**config.mk**
```make
export PLATFORM = sky130hd
export DESIGN_NAME = svc_rv_div_seq
export DESIGN_NICKNAME = d
export VERILOG_FILES = /design/src/rtl/svc_rv_div_seq_pkg.sv /design/src/rtl/svc_rv_div_seq.sv
export SDC_FILE = /design/constraint.sdc
export NUM_CORES = 1
export LEC_CHECK = 0
export BUFFER_PORTS_ARGS = -buffer_cell sky130_fd_sc_hd__buf_2
export CORE_MARGIN = 2
export CORE_UTILIZATION = 30
export DETAILED_ROUTE_END_ITERATION = 16
export SKIP_CTS_REPAIR_TIMING = 1
export SYNTH_ARGS = -nofsm -noshare
export SYNTH_HDL_FRONTEND = slang
export SYNTH_SLANG_ARGS = --single-unit
```
**constraint.sdc**
```tcl
create_clock -name clk -period 3.3 [get_ports clk]
set_input_delay 0.33 -clock clk [delete_from_list [all_inputs] [get_ports clk]]
set_output_delay 0.33 -clock clk [all_outputs]
set_load 0.02 [all_outputs]
```
**src/rtl/svc_rv_div_seq_pkg.sv**
```systemverilog
// ============================================================================
// svc_rv_div_seq_pkg : divide-group funct3 encodings and helpers
// Revision: 1.0
// ============================================================================
`default_nettype none

package svc_rv_div_seq_pkg;

  localparam logic [2:0] F3_DIV  = 3'b100;
  localparam logic [2:0] F3_DIVU = 3'b101;
  localparam logic [2:0] F3_REM  = 3'b110;
  localparam logic [2:0] F3_REMU = 3'b111;

  // Per-operation controls captured in the start cycle and used in FIX.
  typedef struct packed {
    logic neg_quo;
    logic neg_rem;
    logic is_rem;
  } div_ctl_t;

  function automatic logic f3_is_signed(input logic [2:0] f3);
    return ~f3[0];
  endfunction

  function automatic logic f3_is_rem(input logic [2:0] f3);
    return f3[1];
  endfunction

endpackage

`default_nettype wire

```
**src/rtl/svc_rv_div_seq.sv**
```systemverilog
// ============================================================================
// svc_rv_div_seq : iterative restoring divider for DIV/DIVU/REM/REMU in EX
// Revision: 1.0
// ============================================================================
`default_nettype none

module svc_rv_div_seq
  import svc_rv_div_seq_pkg::*;
#(
  parameter int XLEN = 32
) (
  input  logic            clk,
  input  logic            rst_n,
  input  logic            start,
  input  logic            flush,
  input  logic [2:0]      funct3,
  input  logic [XLEN-1:0] rs1,
  input  logic [XLEN-1:0] rs2,
  output logic            op_active_ex,
  output logic            done,
  output logic [XLEN-1:0] result
);

  localparam int CW = $clog2(XLEN) + 1;
  localparam logic [CW-1:0] CNT_LAST = CW'(XLEN - 1);

  localparam logic [1:0] S_IDLE = 2'd0;
  localparam logic [1:0] S_CALC = 2'd1;
  localparam logic [1:0] S_FIX  = 2'd2;
  localparam logic [1:0] S_DONE = 2'd3;

  logic [1:0]      state_q, state_d;
  logic [XLEN-1:0] quo_q, quo_d;
  logic [XLEN-1:0] dvs_q, dvs_d;
  logic [XLEN:0]   rem_q, rem_d;
  logic [CW-1:0]   cnt_q, cnt_d;
  logic [XLEN-1:0] result_q, result_d;
  div_ctl_t        ctl_q, ctl_d;

  logic            w_signed;
  logic            w_a_neg;
  logic            w_b_neg;
  logic [XLEN-1:0] w_a_abs;
  logic [XLEN-1:0] w_b_abs;
  logic            w_div0;
  logic            w_ovf;
  logic [XLEN:0]   w_part;
  logic [XLEN:0]   w_sub;
  logic            w_fits;
  logic [XLEN-1:0] w_quo_fix;
  logic [XLEN-1:0] w_rem_fix;
  logic            w_unused;

  assign w_signed = f3_is_signed(funct3);
  assign w_a_neg  = w_signed & rs1[XLEN-1];
  assign w_b_neg  = w_signed & rs2[XLEN-1];
  assign w_a_abs  = w_a_neg ? (~rs1 + {{(XLEN-1){1'b0}}, 1'b1}) : rs1;
  assign w_b_abs  = w_b_neg ? (~rs2 + {{(XLEN-1){1'b0}}, 1'b1}) : rs2;
  assign w_div0   = (rs2 == '0);
  assign w_ovf    = w_signed && (rs1 == {1'b1, {(XLEN-1){1'b0}}}) && (rs2 == '1);

  // Restoring step: shift the next dividend bit into the partial remainder
  // and keep the subtraction only if it does not go negative.
  assign w_part   = {rem_q[XLEN-1:0], quo_q[XLEN-1]};
  assign w_fits   = (w_part >= {1'b0, dvs_q});
  assign w_sub    = w_part - {1'b0, dvs_q};

  assign w_quo_fix = ctl_q.neg_quo ? (~quo_q + {{(XLEN-1){1'b0}}, 1'b1}) : quo_q;
  assign w_rem_fix = ctl_q.neg_rem ? (~rem_q[XLEN-1:0] + {{(XLEN-1){1'b0}}, 1'b1})
                                   : rem_q[XLEN-1:0];

  // The remainder never reaches the divisor, so its top bit is always clear.
  assign w_unused = rem_q[XLEN];

  always_comb begin
    state_d  = state_q;
    quo_d    = quo_q;
    dvs_d    = dvs_q;
    rem_d    = rem_q;
    cnt_d    = cnt_q;
    result_d = result_q;
    ctl_d    = ctl_q;
    if (flush) begin
      state_d = S_IDLE;
    end else begin
      case (state_q)
        S_IDLE: begin
          if (start) begin
            quo_d         = w_a_abs;
            dvs_d         = w_b_abs;
            rem_d         = '0;
            cnt_d         = '0;
            ctl_d.neg_quo = w_a_neg ^ w_b_neg;
            ctl_d.neg_rem = w_a_neg;
            ctl_d.is_rem  = f3_is_rem(funct3);
            if (w_div0) begin
              result_d = f3_is_rem(funct3) ? rs1 : '1;
              state_d  = S_DONE;
            end else if (w_ovf) begin
              result_d = f3_is_rem(funct3) ? '0 : rs1;
              state_d  = S_DONE;
            end else begin
              state_d = S_CALC;
            end
          end
        end
        S_CALC: begin
          rem_d = w_fits ? w_sub : w_part;
          quo_d = {quo_q[XLEN-2:0], w_fits};
          cnt_d = cnt_q + CW'(1);
          if (cnt_q == CNT_LAST) begin
            state_d = S_FIX;
          end
        end
        S_FIX: begin
          result_d = ctl_q.is_rem ? w_rem_fix : w_quo_fix;
          state_d  = S_DONE;
        end
        default: begin
          state_d = S_IDLE;
        end
      endcase
    end
  end

  always_ff @(posedge clk or negedge rst_n) begin
    if (!rst_n) begin
      state_q  <= S_IDLE;
      quo_q    <= '0;
      dvs_q    <= '0;
      rem_q    <= '0;
      cnt_q    <= '0;
      result_q <= '0;
      ctl_q    <= '0;
    end else begin
      state_q  <= state_d;
      quo_q    <= quo_d;
      dvs_q    <= dvs_d;
      rem_q    <= rem_d;
      cnt_q    <= cnt_d;
      result_q <= result_d;
      ctl_q    <= ctl_d;
    end
  end

  // Combinational stall so the hazard unit holds the pipe in the start cycle.
  assign op_active_ex = rst_n & ~flush &
                        (((state_q == S_IDLE) & start) |
                         (state_q == S_CALC) | (state_q == S_FIX));
  assign done   = rst_n & ~flush & (state_q == S_DONE);
  assign result = result_q;

endmodule

`default_nettype wire
```
==> results list <==
- Outcome: completed
* Detail Route Antenna Nets: 0
- Share of total power in sequential cells: 0.288
- List of most frequent post-synthesis cells: 187 x o21ai_0, 162 x nand2_1, 139 x dfrtp_1
* Antenna violations before repair: 0
- After synthesis the cells add up to 11200 µm².
- Routability-driven placement finished with a final weighted congestion of 0.901.
* Post-route total power: approximately 10 mW
* Number of antenna cells inserted: 0
- The number of global-route vias before repair is 10275.
* TritonRoute pass-1 iters: 6
* Flop and latch count out of synthesis: 139
* Total nets after synthesis: 1541
- Power dissipated by switching net loads: 4.70 mW
* Data arrival time at the worst-slack endpoint: 3.52 ns
* Kind of end point of the critical path: flop
- The startpoint identified for the worst register-to-register timing path is quo_q[12].
- Max_cap viols: 0
- For this run, global-route usage on met3 was measured as 0.0249.
- Maximum number of pins on one net before global-route repair: 140
* Crit path cell chain: or4_4, or4_4, or4_4, nor4_4, nand4_2, o31ai_4, xnor2_2, a221oi_2, o21ai_1
- DR vias: roughly 11000
- Worst setup path class: reg -> reg
- The area growth from synthesis to layout is 18.6%.
- The HPWL after detailed placement is ~27000 µm.
* Leakage power total: a little under 6 nW
- Routed length per placed instance: ~18 µm
- Largest fanout of any net on the critical path: 4
* Post-synthesis area per instance: just under 8 µm²
- R2R Setup Slk: 0.08 ns
- Counting tap cells, the placed design contains a total of about 2000 instances.
- The synthesized design spends more area on one cell type than any other, namely dfrtp_1.
* Total overflow reported by the global router: 0
- Among all flip-flop cells after synthesis, the most frequent one is dfrtp_1.
- Initial cell density of the core: 0.305
- Width of the chip: just under 200 µm
- Overall die area: about 39000 µm²
- Global-route wire length before repair: between 50000 and 60000 µm
- DRC marker count from the first detailed-route iteration: approximately 840
* Seq/Total Area, Yosys: 0.311
- Portion of the clock cycle consumed by the worst path in the final layout: 0.976
- The routed design has 35800 µm of wire.
* Worst path top cell family by delay: simple AND/OR/NAND/NOR gates
- Peak clock frequency supported by timing: between 0.3 and 0.4 GHz
* Core utilization of the finished layout: 0.362
- In the global route stage, met1 resource usage came out at 0.261.
- Worst vdd ir: between 0.3 and 0.4 mV
- Worst slew margin relative to its limit: 0.230
- In this run the vertical extent of the chip is around 200 µm.
* Cell with the most instances after synthesis: o21ai_0
- GR Util All Layers: 0.186
* Most heavily used metal layer in global routing: met2
- The worst register-to-register path has a depth of 9.
- Logic gate share of total power: 0.526
- Power density of the placed cells: approximately 770 nW/µm²
- TritonCTS clock tree: yes
* Clock period minus final worst setup slack: 3.22 ns
- Crit path top cell by count: or4_4
* End of the worst register-to-register path: result[29]
- STA puts the critical path data required time at between 3 and 4 ns.
- Synth warnings: 0
- Drc violations: 0
- Stage delay of the slowest cell on the critical path: 0.57 ns
- Worst min-delay path class: in -> async
- After detailed routing, the number of vias per cell comes to 5.43.
- Layout net count: between 1500 and 2000
- Cell-internal power: around 5.5 mW
- Together, buffers and inverters on the worst path number 0.
- Clock skew on the completed layout was measured at 0.0103 ns.
- Unrepaired setup endpoints after global routing: true
- Port buffering added roughly 100 buffers.
* Clock root cell: clkbuf_16
- Level count of the clock H-tree: 4
- Setup violations remaining at the end of the flow were counted as 0.
* Layout Cells excl Fill: a little over 2000
- The number of hold-slack violations in the final timing report was 0.
- Standard-cell row count: 70
* Max-slew violation count: 0
* Cts bufs inserted: 17
- Clock latency of the later-clocked register in the worst-skew pair: 0.43 ns
- Std-Cell Core Area: approximately 37000 µm²
* Final hold slack: 0.0381 ns
- In the post-synthesis netlist, the biggest area contributors are dfrtp_1 31%, o21ai_0 8.4%, a21oi_1 6.1%, xnor2_1 6.0%, xor2_1 5.6%.
- On the critical path, the stage with the largest delay is an instance of or4_4.
* Clock group share of total power: 0.186
- For this run, global-route usage on met2 was measured as 0.294.
- In this run, synthesis inferred 0 flip-flops with an integrated enable.
* Cell count after synthesis: ~1400
* Top cell type's share of synthesized area: 0.311
- Summed over all failing endpoints, the final setup total negative slack is 0 ns.
- Cell variety after synth: between 60 and 70
- Total clock sinks: between 100 and 150
* Maximum buffer depth of the clock tree: 2
- In the synthesized netlist the async set-or-reset flop fraction comes to 1.00.
- Transition time at the pin with the least slew margin: approximately 1.2 ns
- Of the total power, the share spent switching nets is 0.460.
- roughly 110 I/O pins were placed.
- Worst-path clk slew: ~0.07 ns
- The worst setup path is launched from a flop.
- Fraction of layout cells with a size suffix above 1: 0.159
## sequential cells by signal (all words and copies together), names as in the netlist
register  cells
state_q       2
dvs_q        32
rem_q        32
result       32
quo_q        32
cnt_q         6
ctl_q         3
## per-stage QoR
stage / instance area [µm²] / worst slack (ns)
3_3_place_gp: 12600 / 0.0931
3_5_place_dp: 12600 / 0.0604
2_1_floorplan: 11200 / 0.130
5_1_grt: 13300 / -0.0371
6_report: 13300 / 0.0793
4_1_cts: 13200 / 0.0954
## metal layers
layer / share of wire / routed length (µm) / vias up
li1: - / - / 5375
met1: 0.47 / 16900 / 5264
met2: 0.46 / 16400 / 313
met3: 0.047 / 1680 / 47
met4: 0.025 / 890 / 0
met5: 0 / 0 / -
## cells in the final DEF, fill, tap and decap left out, drive strengths merged, types with 7 or more instances in the layout
cell type	instances
nand3	17
and3	7
xnor2	77
a22oi	15
inv	61
a22o	14
or3	8
nand2	162
nor3	36
nand2b	14
a32oi	8
o41ai	17
ha	43
or4	19
maj3	12
nor2	99
nor2b	12
xor2	71
a211oi	13
nor4	21
a21oi	137
mux2i	9
dfrtp	139
a21o	20
nand4	19
buf	190
clkbuf	20
o21ai	188
o31ai	29
## how the worst max path moves through the flow
stage | start | slack, ns | to | cells past startpoint
floorplan | rem_q[12] | 0.13 | rem_q[16] | 11
global placement | quo_q[31] | 0.09 | rem_q[30] | 14
detailed placement | rs2[24] | 0.06 | result[0] | 11
CTS | dvs_q[3] | 0.1 | rem_q[23] | 12
global route | quo_q[12] | -0.04 | result[26] | 9
finish | quo_q[12] | 0.08 | result[29] | 9
## final cells by class
type | count | area (µm²)
clock inverters | 11 | 123
inverters | 61 | 229
repair buffers | 190 | 1220
clock buffers | 20 | 447
fillers | 3791 | 23400
flip-flops and latches | 139 | 3480
well taps | 468 | 586
multi-input cells | 1137 | 7190
## logic make-up (layout without fill, tap and decap cells)
| group | after synthesis | count (layout) | share of synthesized area |
|---|---|---|---|
| compound gates | 484 | 484 | 0.260 |
| mux | 9 | 9 | 0.00805 |
| fa+ha+maj | 56 | 56 | 0.0606 |
| buf+inv | 150 | 282 | 0.0549 |
| flops | 139 | 139 | 0.311 |
| xor+xnor | 148 | 148 | 0.116 |
| simple gates | 440 | 440 | 0.190 |
## power groups by stage
| stage | logic (mW) | clock network [mW] | registers (mW) |
|---|---|---|---|
| CTS | 5.31 | 1.94 | 2.93 |
| floorplan | 3.60 | 0 | 2.96 |
| finish | 5.38 | 1.90 | 2.95 |
| detailed placement | 5.27 | 0 | 2.96 |
| global route | 6.00 | 2.02 | 3.04 |
| global placement | 5.21 | 0 | 2.93 |
Note: power is estimated with default switching activity, not from simulation.
